### src/rtl/gnn_input_loader.sv
// Serial-to-parallel loader for the 4-node GNN core: packs 24 weights and 16 features
// from a valid/ready word stream, fires a one-cycle start pulse and holds the buses until done.
module gnn_input_loader #(
    parameter int DW     = 5,
    parameter int N_WT   = 24,
    parameter int N_FEAT = 16
) (
    input  logic                   clk,
    input  logic                   rst_n,
    input  logic                   s_valid,
    input  logic [DW-1:0]          s_data,
    output logic                   s_ready,
    input  logic                   wt_reload,
    input  logic                   core_done,
    output logic [N_WT*DW-1:0]     w_flat,
    output logic [N_FEAT*DW-1:0]   x_flat,
    output logic                   in_ready,
    output logic                   wt_valid,
    output logic                   busy
);

    typedef enum logic [1:0] {S_LOAD_W, S_FEAT, S_FIRE, S_WAIT} state_t;

    state_t     r_state;
    state_t     w_state_next;
    logic [4:0] r_cnt;
    logic [4:0] w_cnt_next;
    logic       r_s_ready;
    logic       r_wt_valid;
    logic       w_wt_valid_next;
    logic       w_xfer;
    logic       w_wr_w;
    logic       w_wr_x;

    assign w_xfer = s_valid && r_s_ready;

    always_ff @(posedge clk or negedge rst_n) begin
        if (!rst_n) begin
            r_state    <= S_LOAD_W;
            r_cnt      <= '0;
            r_s_ready  <= 1'b0;
            r_wt_valid <= 1'b0;
        end else begin
            r_state    <= w_state_next;
            r_cnt      <= w_cnt_next;
            // Registered so that ready stays low while reset is held.
            r_s_ready  <= (w_state_next == S_LOAD_W) || (w_state_next == S_FEAT);
            r_wt_valid <= w_wt_valid_next;
        end
    end

    always_comb begin
        w_state_next    = r_state;
        w_cnt_next      = r_cnt;
        w_wt_valid_next = r_wt_valid;
        w_wr_w          = 1'b0;
        w_wr_x          = 1'b0;
        case (r_state)
            S_LOAD_W: begin
                if (w_xfer) begin
                    w_wr_w = 1'b1;
                    if (r_cnt == 5'(N_WT - 1)) begin
                        w_cnt_next      = '0;
                        w_wt_valid_next = 1'b1;
                        w_state_next    = S_FEAT;
                    end else begin
                        w_cnt_next = r_cnt + 5'd1;
                    end
                end
            end
            S_FEAT: begin
                if (wt_reload && (r_cnt == 5'd0)) begin
                    // A word accepted alongside the reload request is weight 0.
                    w_state_next = S_LOAD_W;
                    if (w_xfer) begin
                        w_wr_w     = 1'b1;
                        w_cnt_next = 5'd1;
                    end
                end else if (w_xfer) begin
                    w_wr_x = 1'b1;
                    if (r_cnt == 5'(N_FEAT - 1)) begin
                        w_cnt_next   = '0;
                        w_state_next = S_FIRE;
                    end else begin
                        w_cnt_next = r_cnt + 5'd1;
                    end
                end
            end
            S_FIRE: w_state_next = S_WAIT;
            S_WAIT: begin
                if (core_done) begin
                    w_state_next = S_FEAT;
                    w_cnt_next   = '0;
                end
            end
            default: w_state_next = S_LOAD_W;
        endcase
    end

    genvar gi;
    generate
        for (gi = 0; gi < N_WT; gi++) begin : g_wt
            logic [DW-1:0] r_field;
            always_ff @(posedge clk or negedge rst_n) begin
                if (!rst_n)
                    r_field <= '0;
                else if (w_wr_w && (r_cnt == 5'(gi)))
                    r_field <= s_data;
            end
            assign w_flat[DW*gi +: DW] = r_field;
        end
        for (gi = 0; gi < N_FEAT; gi++) begin : g_ft
            logic [DW-1:0] r_field;
            always_ff @(posedge clk or negedge rst_n) begin
                if (!rst_n)
                    r_field <= '0;
                else if (w_wr_x && (r_cnt == 5'(gi)))
                    r_field <= s_data;
            end
            assign x_flat[DW*gi +: DW] = r_field;
        end
    endgenerate

    assign s_ready  = r_s_ready;
    assign wt_valid = r_wt_valid;
    assign in_ready = (r_state == S_FIRE);
    assign busy     = (r_state == S_FIRE) || (r_state == S_WAIT);

endmodule

### config.mk
export PLATFORM = sky130hd
export DESIGN_NAME = gnn_input_loader
export DESIGN_NICKNAME = d
export VERILOG_FILES = /design/src/rtl/gnn_input_loader.sv
export SDC_FILE = /design/constraint.sdc
export NUM_CORES = 1
export LEC_CHECK = 0
export ABC_AREA = 1
export BUFFER_PORTS_ARGS = -buffer_cell sky130_fd_sc_hd__buf_2
export CAP_MARGIN = 20
export CORE_AREA = 2 2 152 154
export CTS_CLUSTER_SIZE = 25
export DETAILED_ROUTE_END_ITERATION = 6
export DIE_AREA = 0 0 154 156
export PLACE_DENSITY = 0.64
export SETUP_SLACK_MARGIN = 0.2
export SLEW_MARGIN = 20
export SYNTH_ARGS = -nofsm -noshare
export SYNTH_HDL_FRONTEND = slang
export SYNTH_SLANG_ARGS = --single-unit
export TNS_END_PERCENT = 30
### constraint.sdc
create_clock -name clk -period 4.2 [get_ports clk]
set_input_delay 1.05 -clock clk [delete_from_list [all_inputs] [get_ports clk]]
set_output_delay 1.05 -clock clk [all_outputs]
set_load 0.01 [all_outputs]
After elaboration in Yosys (flattened, before gate mapping)
Cells that the tools add are included.
- add/sub/neg operators: 1
- eq/ne operators: 30
- mux-type cells: 20
- reduce and logical (&&, ||, !) cells: 50
- operators with widths (kind ; count):
    $logic_and A1 B1 Y1 ; 42
    $eq A5 B4 Y1 const B ; 8
    $eq A5 B5 Y1 const B ; 8
    $mux W5 ; 7
    $eq A5 B3 Y1 const B ; 4
    $pmux W5 S3 ; 1
    $mux W2 ; 6
    $eq A5 B2 Y1 const B ; 2
    $pmux W2 S4 ; 1
    $ne A2 B2 Y1 const B ; 3
    $add A5 B1 Y5 const B ; 1
    $eq A5 B1 Y1 const B ; 1
    $logic_not A5 Y1 ; 1
    $eq A2 B1 Y1 const B ; 2
    $eq A2 B2 Y1 const B ; 2
    $logic_not A2 Y1 ; 2
    $mux W1 ; 4
    $reduce_and A4 Y1 ; 1
    $reduce_and A3 Y1 ; 1
    $reduce_bool A3 Y1 ; 1
    $logic_or A1 B1 Y1 ; 2
    $pmux W1 S2 ; 1
- bits in registers: 209
- input bits: 10
- output and inout bits: 204

Logic depth before layout (Yosys ltp)
- word-level depth: 7
- mapped depth: 12
- mapped depth without buffers: 11

Worst setup path after synthesis
No wires, ideal clock.
- kind: input port to flip-flop
- start point: input s_valid
- end point: register g_ft[5].r_field[0]
- library setup time: 0.136 ns
- arrival time: 1.936 ns
- required time: 4.064 ns
- slack: 2.128 ns
- cell stages on the path: 6
- cell sequence: nand2_1 inv_2 clkbuf_4 nand4_2 nand2_1 o21ai_0
- longest elaborated chain between the ends: 5
- RTL lines (item ; line ; source):
    from (decl) ; 10 ; input logic s_valid,
    $logic_and A1 B1 Y1 ; 35 ; assign w_xfer = s_valid && r_s_ready;
    $mux W1 ; 79 ; end else if (w_xfer) begin
    $mux W1 ; 72 ; if (wt_reload && (r_cnt == 5'd0)) begin
    $mux W1 ; 58 ; case (r_state)
    $logic_and A1 B1 Y1 ; 117 ; else if (w_wr_x && (r_cnt == 5'(gi)))
    to (signal assigned) ; 118 ; r_field <= s_data;
    to (decl) ; 113 ; logic [DW-1:0] r_field;
Every way passes these cells.
A chain may end at the register's enable or synchronous reset.

Worst setup path in the final report
- start point: register r_cnt[0]
- end point: register g_wt[9].r_field[1]
- longest elaborated chain between the ends: 5
- RTL lines (item ; line ; source):
    from (decl) ; 26 ; logic [4:0] r_cnt;
    from (signal assigned) ; 45 ; r_cnt <= w_cnt_next;
    $logic_not A5 Y1 ; 72 ;
    $logic_and A1 B1 Y1 ; 72 ;
    $mux W1 ; 72 ;
    $pmux W1 S2 ; 58 ;
    $logic_and A1 B1 Y1 (*) ; 107 ; else if (w_wr_w && (r_cnt == 5'(gi)))
    to (signal assigned) ; 108 ; r_field <= s_data;
    to (decl) ; 103 ; logic [DW-1:0] r_field;
Every way passes the cells marked *; elsewhere a longest branch is shown, timed or not.

==> flow_summary.yaml <==
sta:
  timing.clock.skew_ns: 0.0119
  setup_repair_after_global_routing_missed_its_margin: "false"
  worst_pin_slew_ns: 0.929
  slew_violations: 0
  hold_viol_final: 0
  peak_freq_mhz: 394
  sum_of_negative_setup_slack_ns: 0
  slew-limit-headroom: 0.381
  layout_setup_ws_ns: 1.66
  finalCriticalPeriod_ns: 2.54
  final_min_period_over_clock_period: 0.604
  final-setup-viol-count: 0
route:
  drt-vias-per-instance: 5.17
  dr.pass1.iters: 4
  antenna_left: 0
  wire_per_inst_um: 17.0
  detail_route.drc_violations: 0
  detailedRoute.firstIterationViolations: 456
  route.final.wire_length_um: 24400
  detailroute.via_count: 7436
power:
  cell_leakage_power_uw: 0.00591
  irDropWorstVdd_mv: 0.359
  power.density_nw_per_um2: 727
global_routing:
  grt.met1_usage: 0.275
  met3_routing_resource_usage_after_global_routing: 0.0503
  track_usage: 0.200
  grt.busiest_layer: "met2"
  globalRoute.totalOverflow: 0
  grt.met2_usage: 0.321
  antenna_found_initial: 0
  first_pass_grt_wire_length_um: 38900
  maximum_number_of_pins_on_one_net_before_global_route_repair: 119
  grt_pass1_vias: 7170
worst_hold_path:
  hold_class: "register to register"
layout:
  fillCellCount: 2085
  post-route-cell-area_um2: 10800
  final_core_util: 0.485
  final_layout_size_suffix_gt1_frac: 0.262
  post_layout_nonfiller_instances: 1437
  layout-area-overhead-vs-synth_pct: 22.8
  design.final.nets: 1153
run:
  number_of_max_cap_violations: 0
run_status:
  status: "completed"
cts:
  clock-sinks: 209
  insertion_delay_ns: 0.51
  cts_hold_buf: 0
  post_cts_resize_count: 0
  cts_tree: "done"
  clkSlewWorstSetupHoldPaths_ns: 0.06
  tritoncts.num_buffers: 23
  maximum_buffer_depth_of_the_clock_tree: 3
  cts_root_buf: "clkbuf_16"
  htree_num_levels: 1
  postCtsSetupRepairBufs: 0
worst_setup_path:
  cp_max_fo: 36
  crit_path_cell_trace: "inv_1 > ha_1 > inv_1 > nor2_1 > nand3_1 > buf_4 > nand2_4 > buf_4 > nand3_1 > nand2_1 > nand2_1"
  crit_path_start_kind: "register"
  cp_arrival_ns: 2.92
  cpMaxStageDelayCell: "dfrtp_1"
  worst_setup_path_end_kind: "register"
  timing.setup.critical_path_class: "register to register"
  delay_of_the_slowest_cell_on_the_worst_path_ns: 0.41
  req_time_crit_path_ns: 4.59
yosys:
  synth_enable_flop_cells: 0
  yosysMostFrequentCell: "nand2_1"
  synth_async_sr_flop_share: 1.00
  synth_top_cell_area_share: 0.592
  postSynthNetCount: 953
  yosys-top-cells-area: "dfrtp_1 59%, nand2_1 15%, nand4_1 8.1%"
  flip_flop_cell_with_the_highest_count_after_synthesis: "dfrtp_1"
  synth.top_cells.by_count: "356 x nand2_1, 209 x dfrtp_1, 115 x nand4_1, 45 x o21ai_0, 40 x o21ai_1"
  synth-seq-area-share: 0.592
  ys_seq_elements: 209
  count_of_yosys_warnings_during_synthesis: 0
  yosys.area.top_type: "dfrtp_1"
  netlist_instances: 937
  post_synth_num_cell_types: 26
  syn_area_um2: 8830
  postSynthAreaPerCell_um2: 9.42
placement:
  dp_hpwl_um: 16700
  placed_cells_incl_taps: 1397
  finalWeightedCongestion: 0.792
  placement.io_buffers: 213
  pre_cts_slack_ns: 1.50
  post_dp_cell_area_um2: 10200
floorplanning:
  die_x_um: 154
  core-area_um2: 22400
  floorplan.die_area_um2: 24000
  dieHeight_um: 156
  io_pins: 214
  rows: 55
  floorplan.initialDensity: 0.395
kinds of logic (layout without fill, tap and decap cells):
logic type / after synthesis / count (layout) / synth area share
adders and majority gates: 6 / 6 / 0.00850
other: 0 / 1 / 0
DFF: 209 / 209 / 0.592
AOI/OAI and AO/OA: 87 / 87 / 0.0496
buffers and inverters: 76 / 290 / 0.0387
and+or+nand+nor: 559 / 559 / 0.311
worst paths after layout:
check,start,end,slack (ns),cells after the start
hold reg to reg,wt_valid,wt_valid,0.46,2
setup / recovery,r_cnt[0],g_wt[9].r_field[1],1.66,11
max in group asynchronous,rst_n,g_wt[2].r_field[4],2.65,2
min in group asynchronous,rst_n,g_wt[13].r_field[4],0.68,1
setup reg to reg,r_cnt[0],g_wt[9].r_field[1],1.66,11
hold / removal,wt_valid,wt_valid,0.46,2
state kept, by name (all words and copies together), names as in the netlist, named ones only:
| register | count |
|---|---|
| g_wt.r_field | 120 |
| g_ft.r_field | 80 |
| r_cnt | 5 |
| r_state | 1 |
| s_ready | 1 |
| wt_valid | 1 |
metal layers:
metal / share of wire / up-vias
li1: - / 3595
met5: 0 / -
met4: 0.018 / 0
met2: 0.46 / 221
met3: 0.071 / 30
met1: 0.45 / 3590
critical path, delay by kind of cell (launching register included):
kind | cells | cell delay [ns]
and+or+nand+nor | 6 | 0.91
DFF | 1 | 0.41
buffers and inverters | 4 | 0.89
adders and majority gates | 1 | 0.19
through the flow:
stage          total power (uW)  hold WS (ns)
6_report                   7890         0.463
5_1_grt                    8440         0.489
4_1_cts                    7970         0.467
3_5_place_dp               6100         0.446
3_3_place_gp               6030         0.446
2_1_floorplan              4920         0.501
report_power, final:
| part | internal, uW | switching [uW] |
|---|---|---|
| Combinational | 981 | 1870 |
| Clock | 1060 | 778 |
| Sequential | 2730 | 464 |
layout by cell type (no fill, tap or decap), drive strengths merged, types with 2 or more instances in the layout:
master,instances
nand4,130
o21ai,85
clkinv,3
dfrtp,209
nor2,31
nor3,2
inv,24
nand2,360
ha,6
buf,227
clkbuf,36
nand3,35
final cells by class:
type                    count  area (um2)  share of cell area
diodes                      1        2.50            0.000231
clock buffers              35         651              0.0600
clock inverters             4        23.8             0.00219
inverters                  23        88.8             0.00819
multi-input cells         652        3270               0.301
flip-flops and latches    209        5230               0.482
well taps                 285         357              0.0329
repair buffers            228        1220               0.113
(Power assumes the default switching activity.)
